$ cat config.mk
export PLATFORM = sky130hd
export DESIGN_NAME = timer_display_driver
export DESIGN_NICKNAME = d
export VERILOG_FILES = /design/src/rtl/timer_display_pkg.sv /design/src/rtl/bcd_to_7seg.sv /design/src/rtl/timer_display_driver.sv
export SDC_FILE = /design/constraint.sdc
export NUM_CORES = 1
export LEC_CHECK = 0
export ABC_AREA = 0
export CAP_MARGIN = 20
export CORE_MARGIN = 8
export CORE_UTILIZATION = 25
export CTS_CLUSTER_DIAMETER = 80
export DETAILED_ROUTE_END_ITERATION = 6
export GPL_ROUTABILITY_DRIVEN = 0
export HOLD_SLACK_MARGIN = 0.06
export PLACE_DENSITY = 0.46
export SLEW_MARGIN = 20
export SYNTH_ARGS = -nofsm -noshare
export SYNTH_HDL_FRONTEND = slang
export SYNTH_SLANG_ARGS = --single-unit
$ cat constraint.sdc
create_clock -name clock -period 2.8 [get_ports clock]
set_clock_uncertainty 0.2 [all_clocks]
set_input_delay 0.28 -clock clock [delete_from_list [all_inputs] [get_ports clock]]
set_output_delay 0.28 -clock clock [all_outputs]
set_load 0.01 [all_outputs]
$ cat src/rtl/timer_display_pkg.sv
// Shared types and constants for the two-digit countdown display driver.
// Segment codes are active-low, bit 0 = a through bit 6 = g.
package timer_display_pkg;

  typedef enum logic [1:0] {
    UNITS  = 2'd0,
    GAP0   = 2'd1,
    DOZENS = 2'd2,
    GAP1   = 2'd3
  } scan_state_t;

  localparam logic [6:0] SEG_BLANK = 7'h7F;
  localparam logic [6:0] SEG_DASH  = 7'h3F;
  localparam logic [6:0] SEG_ZERO  = 7'h40;

  localparam logic [1:0] AN_OFF    = 2'b11;
  localparam logic [1:0] AN_UNITS  = 2'b10;
  localparam logic [1:0] AN_DOZENS = 2'b01;

  function automatic scan_state_t next_scan_state(input scan_state_t s);
    case (s)
      UNITS:   return GAP0;
      GAP0:    return DOZENS;
      DOZENS:  return GAP1;
      default: return UNITS;
    endcase
  endfunction

endpackage

$ cat src/rtl/bcd_to_7seg.sv
// Combinational BCD to active-low 7-segment decoder; non-BCD codes show a dash.
module bcd_to_7seg
  import timer_display_pkg::*;
(
  input  logic [3:0] digit,
  output logic [6:0] seg
);

  always_comb begin
    seg = SEG_DASH;
    case (digit)
      4'd0: seg = 7'h40;
      4'd1: seg = 7'h79;
      4'd2: seg = 7'h24;
      4'd3: seg = 7'h30;
      4'd4: seg = 7'h19;
      4'd5: seg = 7'h12;
      4'd6: seg = 7'h02;
      4'd7: seg = 7'h78;
      4'd8: seg = 7'h00;
      4'd9: seg = 7'h10;
      default: seg = SEG_DASH;
    endcase
  end

endmodule

$ cat src/rtl/timer_display_driver.sv
// Two-digit multiplexed active-low display driver for the 30-to-0 countdown:
// scan with blank gaps between digits, optional leading-zero blanking, "00" blink.
module timer_display_driver
  import timer_display_pkg::*;
#(
  parameter int SCAN_CYCLES  = 50000,
  parameter int BLINK_CYCLES = 12500000
) (
  input  logic       clock,
  input  logic       reset,
  input  logic [1:0] dozens,
  input  logic [3:0] units,
  input  logic       time_over,
  input  logic       blank_leading,
  output logic [6:0] seg,
  output logic [1:0] an
);

  localparam int SCAN_W  = (SCAN_CYCLES  > 2) ? $clog2(SCAN_CYCLES)  : 1;
  localparam int BLINK_W = (BLINK_CYCLES > 2) ? $clog2(BLINK_CYCLES) : 1;
  localparam logic [SCAN_W-1:0]  SCAN_LAST  = SCAN_W'(SCAN_CYCLES - 1);
  localparam logic [BLINK_W-1:0] BLINK_LAST = BLINK_W'(BLINK_CYCLES - 1);

  logic [1:0]         dozens_p0;
  logic [3:0]         units_p0;
  logic               time_over_p0;

  scan_state_t        state_p1;
  logic [SCAN_W-1:0]  dwell_p1;
  logic [BLINK_W-1:0] blink_cnt_p1;
  logic               blink_off_p1;

  logic [3:0]         digit;
  logic [6:0]         digit_seg;
  logic [6:0]         seg_next;
  logic [1:0]         an_next;

  // Stage 0: input capture
  always_ff @(posedge clock) begin
    if (reset) begin
      dozens_p0    <= '0;
      units_p0     <= '0;
      time_over_p0 <= 1'b0;
    end else begin
      dozens_p0    <= dozens;
      units_p0     <= units;
      time_over_p0 <= time_over;
    end
  end

  // Stage 1: scan sequencer and blink timebase
  always_ff @(posedge clock) begin
    if (reset) begin
      state_p1 <= UNITS;
      dwell_p1 <= '0;
    end else begin
      case (state_p1)
        UNITS, DOZENS: begin
          if (dwell_p1 == SCAN_LAST) begin
            state_p1 <= next_scan_state(state_p1);
            dwell_p1 <= '0;
          end else begin
            dwell_p1 <= dwell_p1 + 1'b1;
          end
        end
        default: begin
          state_p1 <= next_scan_state(state_p1);
          dwell_p1 <= '0;
        end
      endcase
    end
  end

  // Blink restarts from a full ON half-period whenever time_over is low.
  always_ff @(posedge clock) begin
    if (reset || !time_over_p0) begin
      blink_cnt_p1 <= '0;
      blink_off_p1 <= 1'b0;
    end else if (blink_cnt_p1 == BLINK_LAST) begin
      blink_cnt_p1 <= '0;
      blink_off_p1 <= ~blink_off_p1;
    end else begin
      blink_cnt_p1 <= blink_cnt_p1 + 1'b1;
    end
  end

  // Stage 2: digit select, decode and output registers
  assign digit = (state_p1 == DOZENS) ? {2'b00, dozens_p0} : units_p0;

  bcd_to_7seg u_decode (
    .digit (digit),
    .seg   (digit_seg)
  );

  always_comb begin
    seg_next = SEG_BLANK;
    an_next  = AN_OFF;
    case (state_p1)
      UNITS: begin
        an_next  = AN_UNITS;
        seg_next = time_over_p0 ? SEG_ZERO : digit_seg;
      end
      DOZENS: begin
        if (time_over_p0 || !(blank_leading && dozens_p0 == 2'd0)) begin
          an_next  = AN_DOZENS;
          seg_next = time_over_p0 ? SEG_ZERO : digit_seg;
        end
      end
      default: begin
        seg_next = SEG_BLANK;
        an_next  = AN_OFF;
      end
    endcase
    if (time_over_p0 && blink_off_p1) begin
      seg_next = SEG_BLANK;
      an_next  = AN_OFF;
    end
  end

  always_ff @(posedge clock) begin
    if (reset) begin
      seg <= SEG_BLANK;
      an  <= AN_OFF;
    end else begin
      seg <= seg_next;
      an  <= an_next;
    end
  end

endmodule

Yosys cells after proc, flatten, opt, wreduce, memory -nomap -nowiden
Memories as Yosys holds them, arrays and structs flattened.
Cells that the tools add are included.
Widths: inputs -> output; s select.
{"block": "op_classes", "add_sub_neg": 2, "multipliers": 0, "div": 0, "order_cmp": 0, "n_eq_ne": 5, "shift": 0, "muxes": 9, "bitwise": 2, "reduce_logical": 12}
{"op": "$add 24x1->24 const B", "count": 1}
{"op": "$eq 24x24->1 const B", "count": 1}
{"op": "$add 16x1->16 const B", "count": 1}
{"op": "$eq 16x16->1 const B", "count": 1}
{"op": "$mux 7", "count": 2}
{"op": "$pmux 7 s2", "count": 1}
{"op": "$mux 2", "count": 3}
{"op": "$pmux 2 s3", "count": 1}
{"op": "$reduce_or 2->1", "count": 3}
{"op": "$logic_not 2->1", "count": 2}
{"op": "$mux 4", "count": 1}
{"op": "$pmux 2 s2", "count": 1}
{"op": "$reduce_or 3->1", "count": 1}
{"op": "$eq 2x1->1 const B", "count": 1}
{"op": "$eq 2x2->1 const B", "count": 1}
{"op": "$logic_and 1x1->1", "count": 2}
{"op": "$logic_not 1->1", "count": 2}
{"op": "$logic_or 1x1->1", "count": 2}
{"op": "$ne 2x2->1 const B", "count": 1}
{"op": "$not 1->1", "count": 2}
{"block": "word_totals", "ff_bits": 59, "latchBits": 0, "ramBits": 0, "rom_bits": 112, "inputBits": 10, "out_inout_bits": 9, "wordCells": 40, "mem_count": 1}
{"name": "(name not given)", "depth": 16, "width": 7, "rd": 1, "rd_clocked_by_memory_dff": 0, "write_ports": 0, "line": "bcd_to_7seg.sv:11", "text": "case (digit)"}

Logic depth before layout (Yosys ltp)
Gate-level depths: netlist (run 1).
{"block": "depth", "ltp_word": 6, "mapped_depth": 10, "ltp_nobuf": 9}

Hierarchy
From an unflattened synthesis (run 1), not the netlist that was laid out.
{"block": "unflattened", "cells_unflattened": 305, "hier_area_um2": 2703.8}
{"mod": "timer_display_driver", "n_inst": 1, "cells_per_inst": 274, "area_each_um2": 2479.9, "seq_area_each_um2": 1181.1}
{"mod": "bcd_to_7seg", "n_inst": 1, "cells_per_inst": 31, "area_each_um2": 224.0, "seq_area_each_um2": 0.0}

Worst setup path before layout (run 1)
No wires, ideal clock.
{"block": "synth_timing", "path_kind": "register to register", "from": "register state_p1[0]", "to": "register seg[5]", "setup_time_ns": 0.142, "t_arrival_ns": 1.876, "t_required_ns": 2.458, "path_slack_ns": 0.582, "stages_incl_launch_ff": 11, "n_path_buf": 1, "synth_period_minus_slack_ns": 2.218, "path_cell_list": "dfxtp_1 -> inv_1 -> ha_1 -> clkbuf_1 -> mux2i_1 -> inv_1 -> ha_1 -> nor3b_1 -> a21oi_1 -> nor2_1 -> o21ai_0"}
{"block": "synth_via", "elab_chain_len": 6, "elab_cells_between_ends": 7, "cone_classes": "eq/ne: 1; mux: 4; reduce/logical: 1; memory: 1"}
{"element": "start: declaration", "line": "timer_display_driver.sv:28", "text": "scan_state_t state_p1;"}
{"element": "start signal: assignment", "line": "timer_display_driver.sv:60", "text": "state_p1 <= next_scan_state(state_p1);"}
{"element": "start signal: assignment", "line": "timer_display_driver.sv:67", "text": "state_p1 <= next_scan_state(state_p1);"}
{"element": "$eq 2x2->1", "line": "timer_display_driver.sv:88, timer_display_driver.sv:98"}
{"element": "$mux 4", "line": "timer_display_driver.sv:88", "text": "assign digit = (state_p1 == DOZENS) ? {2'b00, dozens_p0} : units_p0;"}
{"element": "$mem_v2 16x7"}
{"element": "$mux 7", "line": "timer_display_driver.sv:101, timer_display_driver.sv:106"}
{"element": "$mux 7", "line": "timer_display_driver.sv:104", "text": "if (time_over_p0 || !(blank_leading && dozens_p0 == 2'd0)) begin"}
{"element": "$pmux 7 s2 *", "line": "timer_display_driver.sv:98", "text": "case (state_p1)"}
{"element": "end signal: assignment", "line": "timer_display_driver.sv:125", "text": "seg <= seg_next;"}
{"element": "end: declaration", "line": "timer_display_driver.sv:15", "text": "output logic [6:0] seg,"}
Every way passes the cells marked *; elsewhere a longest branch is shown, timed or not.
A chain may end at the register's enable or synchronous reset.

Worst setup path in the final report (run 1)
{"block": "layout_timing", "from": "register blink_cnt_p1[0]", "to": "register blink_cnt_p1[22]"}
{"block": "layout_via", "elab_chain_len": 2, "elab_cells_between_ends": 3, "cone_classes": "add/sub: 1; eq/ne: 1; reduce/logical: 1"}
{"element": "start: declaration", "line": "timer_display_driver.sv:30", "text": "logic [BLINK_W-1:0] blink_cnt_p1;"}
{"element": "start signal: assignment", "line": "timer_display_driver.sv:83", "text": "blink_cnt_p1 <= blink_cnt_p1 + 1'b1;"}
{"element": "parallel branches: the longest is 2 deep, another holds $add 24x1->24"}
Several ways; the timed one is not identified.

==> results of run 1 <==
## kinds of logic (layout without fill, tap and decap cells)
| logic type | after synthesis | in the layout | synth area share [%] |
|---|---|---|---|
| buffers and inverters | 18 | 46 | 2.92 |
| XOR/XNOR | 23 | 23 | 7.58 |
| multiplexers | 3 | 3 | 1.18 |
| AND/OR/NAND/NOR | 139 | 139 | 28.6 |
| flip-flops | 59 | 59 | 44.4 |
| adder cells (fa/ha/maj) | 11 | 11 | 5.18 |
| AO/OA/AOI/OAI | 45 | 45 | 10.1 |
## flip-flops by register name (all words and copies together) (netlist names)
register,cells
blink_off_p1,1
state_p1,2
dozens_p0,2
seg,7
blink_cnt_p1,24
units_p0,4
time_over_p0,1
an,2
dwell_p1,16
## critical path, delay by kind of cell (launching register included)
kind / cells / cell delay (ns)
AOI/OAI and AO/OA: 1 / 0.15
adders and majority gates: 1 / 0.24
and+or+nand+nor: 3 / 1.33
DFF: 1 / 0.39
## final cells by class
cell class | count | area (um^2)
Fill cell | 1069 | 7100
Sequential cell | 59 | 1180
Timing Repair Buffer | 21 | 203
Inverter | 9 | 33.8
Multi-Input combinational cell | 221 | 1400
Clock buffer | 11 | 141
Tap cell | 136 | 170
Clock inverter | 5 | 100
## power breakdown
| part | switching, mW | total (mW) | internal [mW] | leakage (nW) |
|---|---|---|---|---|
| logic | 0.0471 | 0.0969 | 0.0498 | 0.481 |
| registers | 0.0101 | 0.869 | 0.859 | 0.481 |
| clock network | 0.336 | 0.949 | 0.613 | 0.123 |
| total | 0.393 | 1.92 | 1.52 | 1.09 |
## metrics by stage
stage	total power [mW]	worst slack [ns]	cells	cell area, um^2
floorplan	0.938	0.582	298	2660
global placement	0.987	0.473	446	2990
detailed placement	0.986	0.431	446	2990
CTS	1.95	0.431	462	3230
global route	2.00	0.251	462	3230
finish	1.92	0.423	462	3230
## placed cells by master (no fill, tap or decap), types with 2 or more instances in the layout
master           Yosys  final
bufinv_16            0      3
clkbuf_8             0     10
nand2_1             14     14
dfxtp_1             59     59
xnor2_1             11     11
nand2b_1             4      4
and2_1               3      3
nand3_1             17     17
xor2_1              12     12
nor2_1              38     38
mux2i_1              2      2
a21oi_1             19     19
buf_4                2      3
and4_1               3      3
clkinv_2             0      2
nor3b_1              2      2
ha_1                11     11
nor3_1               5      5
o41ai_1              2      2
and3_1               6      6
nand4_1             10     10
inv_1                9      9
or4_1               10     10
o21ai_0             13     13
clkdlybuf4s50_1      0     18
nor2b_1             10     10
nand3b_1             2      2
o31ai_1              6      6
or3_1                8      8
## final timing paths
path                    from          endpoint  slack (ns)  cells after the start
min              dwell_p1[0]       dwell_p1[0]        0.24                      1
max          blink_cnt_p1[0]  blink_cnt_p1[22]        0.42                      5
min reg2reg      dwell_p1[0]       dwell_p1[0]        0.24                      1
max reg2reg  blink_cnt_p1[0]  blink_cnt_p1[22]        0.42                      5
## routing by layer
| metal | vias to the layer above | part of all wire [%] | global-route usage, % |
|---|---|---|---|
| li1 | 1097 | - | - |
| met1 | 979 | 49 | 9.63 |
| met5 | - | 0 | 0 |
| met3 | 10 | 3.4 | 2.31 |
| met2 | 35 | 46 | 13.2 |
| met4 | 0 | 2.4 | 5.22 |
==> impl_results.md, run 1 <==
- Status: complete, no violations
- Share of cells above drive strength 1: ~7%
- Clock Sink Count: 59
- Final setup violation count: 0
- Clock slew at reported path FFs: ~0.07 ns
- Final Util: a little under a third
- Crit start category: register
- Overflow after GRT: 0
- P&R area growth vs syn: 21.5%
- Power density over the cells: slightly below 600 nW/um^2
- Max-slew violation count: 0
- N_diodes: 0
- Most frequent cells after synthesis: dfxtp_1 (59), nor2_1 (38), a21oi_1 (19)
- Postcts setup bufs: 0
- Synth area leaders: dfxtp_1 (44%), nor2_1 (5.4%), ha_1 (5.2%), xor2_1 (4.0%), xnor2_1 (3.6%)
- Seq/Total Area, Yosys: 44.4%
- DR vias/cell: 4.59
- CTS tree: done
- Max Root-Sink Buffers: 2
- Vias in the first global route: between 2000 and 2500
- HPWL after DPL: approximately 3800 um
- Critical path, cell by cell: ha_1 -> nand4_1 -> or4_1 -> or4_1 -> a21oi_1
- Lkg Pwr: roughly 1.1 nW
- DR WL/cell: approximately 12 um
- CTS root buf: clkbuf_8
- Post-DRT Antenna Nets: 0
- TritonCTS Buffers: 9
- Post-synth net total: about 320
- Die Wd: 119 um
- Die area: between 10000 and 15000 um^2
- Worst VDD drop: 0.000185 V
- Final min period: ~2.4 ns
- Cell count after synthesis: between 200 and 300
- Max_cap viols: 0
- Crit path capture type: register
- Largest net degree at the start of global routing: 25
- RSZ-0062 raised after global routing: false
- Crit path arrival time: around 2.4 ns
- Number of synthesized flops with an enable pin: 0
- Post-synth top area share: 44.4%
- Sum Neg Setup Slack: 0 ns
- WS Path Type: register to register
- Final hold vios: 0
- Latest clock arrival within the worst-skew pair: 0.33 ns
- Netlist cell types: 40
- Most frequently used flop master after synthesis: dfxtp_1
- Synth async-reset ratio: 0%
- Final WL: 5490 um
- CP most frequent cell: or4_1
- Hold Crit Class: register to register
- Critical path's largest stage delay: around 0.69 ns
- TritonRoute pass-1 iters: 4
- Tot GR Track Use: about 8.3%
- Worst-margin pin slew: between 0.7 and 0.8 ns
- Crit-path slowest cell: or4_1
- Placement Rows: 37
- Worst Path Required: around 2.9 ns
- Initial Util: between 20% and 30%
- Final period utilization: about 85%
- Synthesized area: about 2700 um^2
- Final Hold Slack: between 0.2 and 0.25 ns
- Fmax: 0.421 GHz
- Die Span Y: around 120 um
- H-tree depth: 3
- Synth warnings: 0
- Crit-path max FO: 10
- Remaining DRCs: 0
- First-pass GRT wire length: approximately 9700 um
- Initial antenna violation count: 0
- Buffers on Ports: 18
- Relative slew margins: roughly 51%
- Drt initial violations: 150
- Top-count cell post-synth: dfxtp_1
- Vias post-DR: approximately 2100
- Final nets: roughly 340
- Hold-fix buffers, CTS: 0
- Avg Cell Area, Syn: 8.92 um^2
- Post-cts resize count: 0
- FF+latch count, synth: 59
- Post-synth top area cell: dfxtp_1
- I/O Pins: 19
- Core Region: approximately 10000 um^2
Power figures use the tool's default switching activity.
==> inputs of run 2 (changes only) <==
==> constraint.sdc (replaced) <==
create_clock -name clock -period 2.4 [get_ports clock]
set_clock_uncertainty 0.2 [all_clocks]
set_input_delay 0.24 -clock clock [delete_from_list [all_inputs] [get_ports clock]]
set_output_delay 0.24 -clock clock [all_outputs]
set_load 0.01 [all_outputs]
==> impl_results.md, run 2 (synthesis results as in run 1) <==
- Remaining DRCs: 0
- Drt initial violations: a little under 100
- Max-slew violation count: 0
- WS Path Type: register to register
- FF/Latch Area: 1180 um^2
- CTS tree: done
- Sum Neg Setup Slack: 0 ns
- Setup WS post-layout: approximately 0.20 ns
- N_diodes: 0
- Filler Cell Count: 1077
- Crit-path max FO: 10
- Worst setup path endpoint: blink_cnt_p1[18]
- Die area: approximately 14000 um^2
- DR vias/cell: ~4.6
- Overflow after GRT: 0
- Placement Rows: 37
- Core Region: about 10000 um^2
- Clock Sink Count: slightly below 60
- Crit path arrival time: 2.26 ns
- Worst VDD drop: between 0.0002 and 0.00025 V
- Final WL: between 5000 and 6000 um
- Hold Crit Class: register to register
- Initial Util: 25.7%
- Final nets: between 300 and 400
- Post-DRT Antenna Nets: 0
- Relative slew margins: roughly three quarters
- I/O Pins: 19
- CP startpoint: blink_cnt_p1[1]
- RSZ-0062 raised after global routing: false
- Buffers on Ports: 18
- Vias in the first global route: approximately 2200
- Worst Path Required: ~2.5 ns
- Setup WS pre-CTS: between 0.1 and 0.15 ns
- Final min period: about 2.2 ns
- Max Root-Sink Buffers: 2
- Status: complete, no violations
- Max reg flops: 24
- Commonest non-fill, non-tap cell in the layout: dfxtp_1
- Share of cells above drive strength 1: approximately a tenth
- Latest clock arrival within the worst-skew pair: 0.34 ns
- Final Hold Slack: approximately 0.24 ns
- Fmax: approximately 0.45 GHz
- Tot GR Track Use: a little under 9%
- Top flop regs: blink_cnt_p1 (24), dwell_p1 (16), seg (7)
- Final period utilization: about 90%
- DR WL/cell: between 10 and 15 um
- Lkg Pwr: 1.12 nW
- Crit path capture type: register
- Die Span Y: 119 um
- Design area: around 3300 um^2
- FF-to-FF Start: blink_cnt_p1[1]
- TritonCTS Buffers: 9
- Flop2flop setup slack: 0.20 ns
- Worst r2r dst: blink_cnt_p1[18]
- HPWL after DPL: approximately 4000 um
- Vias post-DR: around 2200
- Worst-case reg-to-reg path depth: 5
- Power density over the cells: roughly 640 nW/um^2
- DP Area: just over 3000 um^2
- Die Wd: 119 um
- First-pass GRT wire length: 10200 um
- Final setup violation count: 0
- H-tree depth: 3
- Initial antenna violation count: 0
- TritonRoute pass-1 iters: 4
- Largest net degree at the start of global routing: 25
- Final hold vios: 0
- CTS root buf: clkbuf_8
- Multi-input logic area: approximately 1400 um^2
- Clock slew at reported path FFs: approximately 0.06 ns
- Crit start category: register
- Largest reg by FF count: blink_cnt_p1
- Highest-count cells in the layout ignoring fill and taps: dfxtp_1 (59), nor2_1 (38), a21oi_1 (19)
- Worst-margin pin slew: about 0.38 ns
- P&R area growth vs syn: 23.4%
- Max_cap viols: 0
[run 2: cell types whose count changed in the layout (fill, tap and decap cells not counted), sizes merged]
cell      before  now
buf            3   12
bufinv         3    2
clkinvlp       0    1
[run 2: metal layers]
layer  vias up  share of wire (%)  global-route usage [%]
li1       1114                  -                       -
met1       995                 48                    10.1
met2        38                 46                    13.9
met3        11                3.7                    2.65
met4         0                2.6                    5.22
met5         -                  0                       0
[run 2: stage by stage]
stage / instances / util, % / power [mW]
after floorplan: 298 / - / 1.09
after detailed placement: 455 / 29.7 / 1.16
after global routing: 471 / 31.8 / 2.21
after CTS: 471 / 31.7 / 2.14
final: 471 / 31.8 / 2.10
after global placement: 455 / 29.7 / 1.16
[run 2: timing repair]
item                                    CTS  global route
endpoints found under the setup margin    0             3
resized for setup                         0             1
buffers inserted                          0             0
hold buffers                              0             0
[run 2: power by group]
group | internal [mW] | switching (mW) | total [mW]
Combinational | 0.0644 | 0.0574 | 0.122
Clock | 0.582 | 0.385 | 0.967
Sequential | 1.00 | 0.0113 | 1.01
[run 2: layout make-up]
| class | instances | share of cell area (%) |
|---|---|---|
| Timing Repair Buffer | 30 | 8.62 |
| Multi-Input combinational cell | 221 | 42.8 |
| Clock inverter | 5 | 2.37 |
| Tap cell | 136 | 5.19 |
| Inverter | 9 | 1.03 |
| Sequential cell | 59 | 36.0 |
| Clock buffer | 11 | 4.01 |
[run 2: worst min-delay path by stage]
stage / from / endpoint / slack [ns] / depth (start not counted)
2_1_floorplan: dozens[0] / dozens_p0[0] / 0.17 / 1
3_3_place_gp: dwell_p1[0] / dwell_p1[0] / 0.23 / 1
3_5_place_dp: dwell_p1[0] / dwell_p1[0] / 0.23 / 1
4_1_cts: units[3] / units_p0[3] / 0.23 / 2
5_1_grt: units[3] / units_p0[3] / 0.24 / 2
6_report: dwell_p1[0] / dwell_p1[0] / 0.24 / 1
[run 2: worst max-delay path: stages, from the launching register on]
cell     delay [ns]
dfxtp_1        0.37
ha_1           0.18
nand4_1        0.14
or4_4          0.62
or4_1          0.48
a21oi_1        0.15
==> inputs of run 3 (changes only) <==
--- a/config.mk
+++ b/config.mk
@@ -7,13 +7,15 @@
 export LEC_CHECK = 0
 export ABC_AREA = 0
 export CAP_MARGIN = 20
-export CORE_MARGIN = 8
+export CELL_PAD_IN_SITES_DETAIL_PLACEMENT = 1
+export CELL_PAD_IN_SITES_GLOBAL_PLACEMENT = 1
+export CORE_MARGIN = 2
 export CORE_UTILIZATION = 25
 export CTS_CLUSTER_DIAMETER = 80
 export DETAILED_ROUTE_END_ITERATION = 6
 export GPL_ROUTABILITY_DRIVEN = 0
 export HOLD_SLACK_MARGIN = 0.06
-export PLACE_DENSITY = 0.46
+export PLACE_DENSITY = 0.54
 export SLEW_MARGIN = 20
 export SYNTH_ARGS = -nofsm -noshare
 export SYNTH_HDL_FRONTEND = slang
==> impl_results.md, run 3 (synthesis results as in run 1) <==
- P&R area growth vs syn: 22.9%
- Worst Path Required: about 2.5 ns
- Met2 usage: between 15 and 20%
- Highest-count cells in the layout ignoring fill and taps: dfxtp_1 (59), nor2_1 (38), a21oi_1 (19)
- Max reg flops: 24
- Vias post-DR: 2179
- N_diodes: 0
- CP most frequent cell: or4_1
- Max Root-Sink Buffers: 2
- Post-DRT Antenna Nets: 0
- Top flop regs: blink_cnt_p1 (24), dwell_p1 (16), seg (7)
- TritonRoute pass-1 iters: 4
- Die Span Y: roughly 110 um
- Sum Neg Setup Slack: 0 ns
- Crit path capture type: register
- Largest net degree at the start of global routing: 25
- Worst setup path endpoint: blink_cnt_p1[19]
- Final period utilization: 93.3%
- Fmax: around 0.45 GHz
- DR vias/cell: about 4.6
- Critical path, cell by cell: nand4_1 -> or4_1 -> or4_1 -> a21oi_1
- Largest reg by FF count: blink_cnt_p1
- Lkg Pwr: around 1.1 nW
- TritonCTS Buffers: 9
- CP startpoint: blink_cnt_p1[7]
- Final WL: 6040 um
- DR WL/cell: between 10 and 15 um
- Final min period: around 2.2 ns
- Status: complete, no violations
- Total power draw: 2.04 mW
- Latest clock arrival within the worst-skew pair: roughly 0.35 ns
- Worst-margin pin slew: between 0.3 and 0.4 ns
- Relative slew margins: 77.1%
- Overflow after GRT: 0
- I/O Pins: 19
- Setup WS post-layout: ~0.16 ns
- Crit start category: register
- Crit-path slowest cell: or4_1
- First-pass GRT wire length: slightly above 10000 um
- Flop2flop setup slack: 0.16 ns
- Drt initial violations: 72
- CTS root buf: clkbuf_8
- Met1 Usage GRT: between 10% and 20%
- Worst r2r dst: blink_cnt_p1[19]
- Critical path's largest stage delay: ~0.71 ns
- Final nets: ~350
- Crit-path max FO: 9
- HP Start: dwell_p1[0]
- Commonest non-fill, non-tap cell in the layout: dfxtp_1
- Remaining DRCs: 0
- Power density over the cells: approximately 620 nW/um^2
- Share of cells above drive strength 1: under 10%
- Die Wd: ~110 um
- Setup WS pre-CTS: 0.0904 ns
- Final Hold Slack: between 0.2 and 0.25 ns
- Final hold vios: 0
- CTS tree: done
- Final setup violation count: 0
- Grt met3 use: under 10%
- Design area: ~3300 um^2
- Tot GR Track Use: between 10 and 15%
- Die area: between 10000 and 15000 um^2
- Max_cap viols: 0
- HPWL after DPL: ~4300 um
- Initial antenna violation count: 0
- Vias in the first global route: between 2000 and 2500
- Gr busiest metal: met2
- Worst-case reg-to-reg path depth: 4
- Initial Util: between 20% and 30%
- Hold Crit Class: register to register
- WS Path Type: register to register
- Clock Sink Count: 59
- Crit path arrival time: approximately 2.3 ns
- Max-slew violation count: 0
- Clock slew at reported path FFs: about 0.070 ns
- FF-to-FF Start: blink_cnt_p1[7]
- Buffers on Ports: 18
- DP Area: roughly 3100 um^2
- RSZ-0062 raised after global routing: false
- Core Region: 10300 um^2
- Placement Rows: 37
- Worst VDD drop: a little under 0.0003 V
- Postcts setup bufs: 0
- H-tree depth: 3
==> run 3: cell count changes in the layout (fill, tap and decap cells not counted), sizes merged <==
cell	previous run	this run
clkinv	2	1
bufinv	2	1
clkinvlp	1	0
clkbuf	11	13
==> run 3: final cells by class <==
class | instances | area (um^2)
multi-input combinational | 221 | 1410
clock buffer | 13 | 159
clock inverter | 2 | 35.0
inverter | 9 | 33.8
fill | 1214 | 7060
timing repair buffer | 30 | 283
sequential | 59 | 1180
tap | 136 | 170
==> run 3: critical path: cells and delay by family (launching register included) <==
| kind | cells | cell delay [ns] |
|---|---|---|
| DFF | 1 | 0.46 |
| AOI/OAI and AO/OA | 1 | 0.15 |
| and+or+nand+nor | 3 | 1.37 |
==> run 3: layer usage <==
layer  share of wire, %  routed length [um]
met1                 49                2950
met2                 44                2670
met3                3.9                 233
met4                3.1                 185
met5                  0                   0
==> run 3: power by group <==
part	switching [mW]	internal, mW	leakage (nW)
registers	0.0117	1.00	0.481
logic	0.0570	0.0646	0.533
clock network	0.373	0.529	0.0995
total	0.441	1.60	1.11
==> run 3: how the worst min path moves through the flow <==
stage / to / cells past startpoint
finish: dwell_p1[0] / 1
global route: units_p0[1] / 2
CTS: units_p0[1] / 2
detailed placement: dwell_p1[0] / 1
global placement: dwell_p1[0] / 1
floorplan: dozens_p0[0] / 1
==> run 3: repair_timing <==
action,4_1_cts,5_1_grt
setup endpoints to repair,0,5
hold buffers,0,0
resized for setup,0,2
==> run 3: through the flow <==
stage / std cells / util (%)
after floorplan: 298 / -
after global placement: 455 / 29.7
after detailed placement: 455 / 29.7
after CTS: 470 / 31.6
after global routing: 470 / 31.6
final: 470 / 31.6
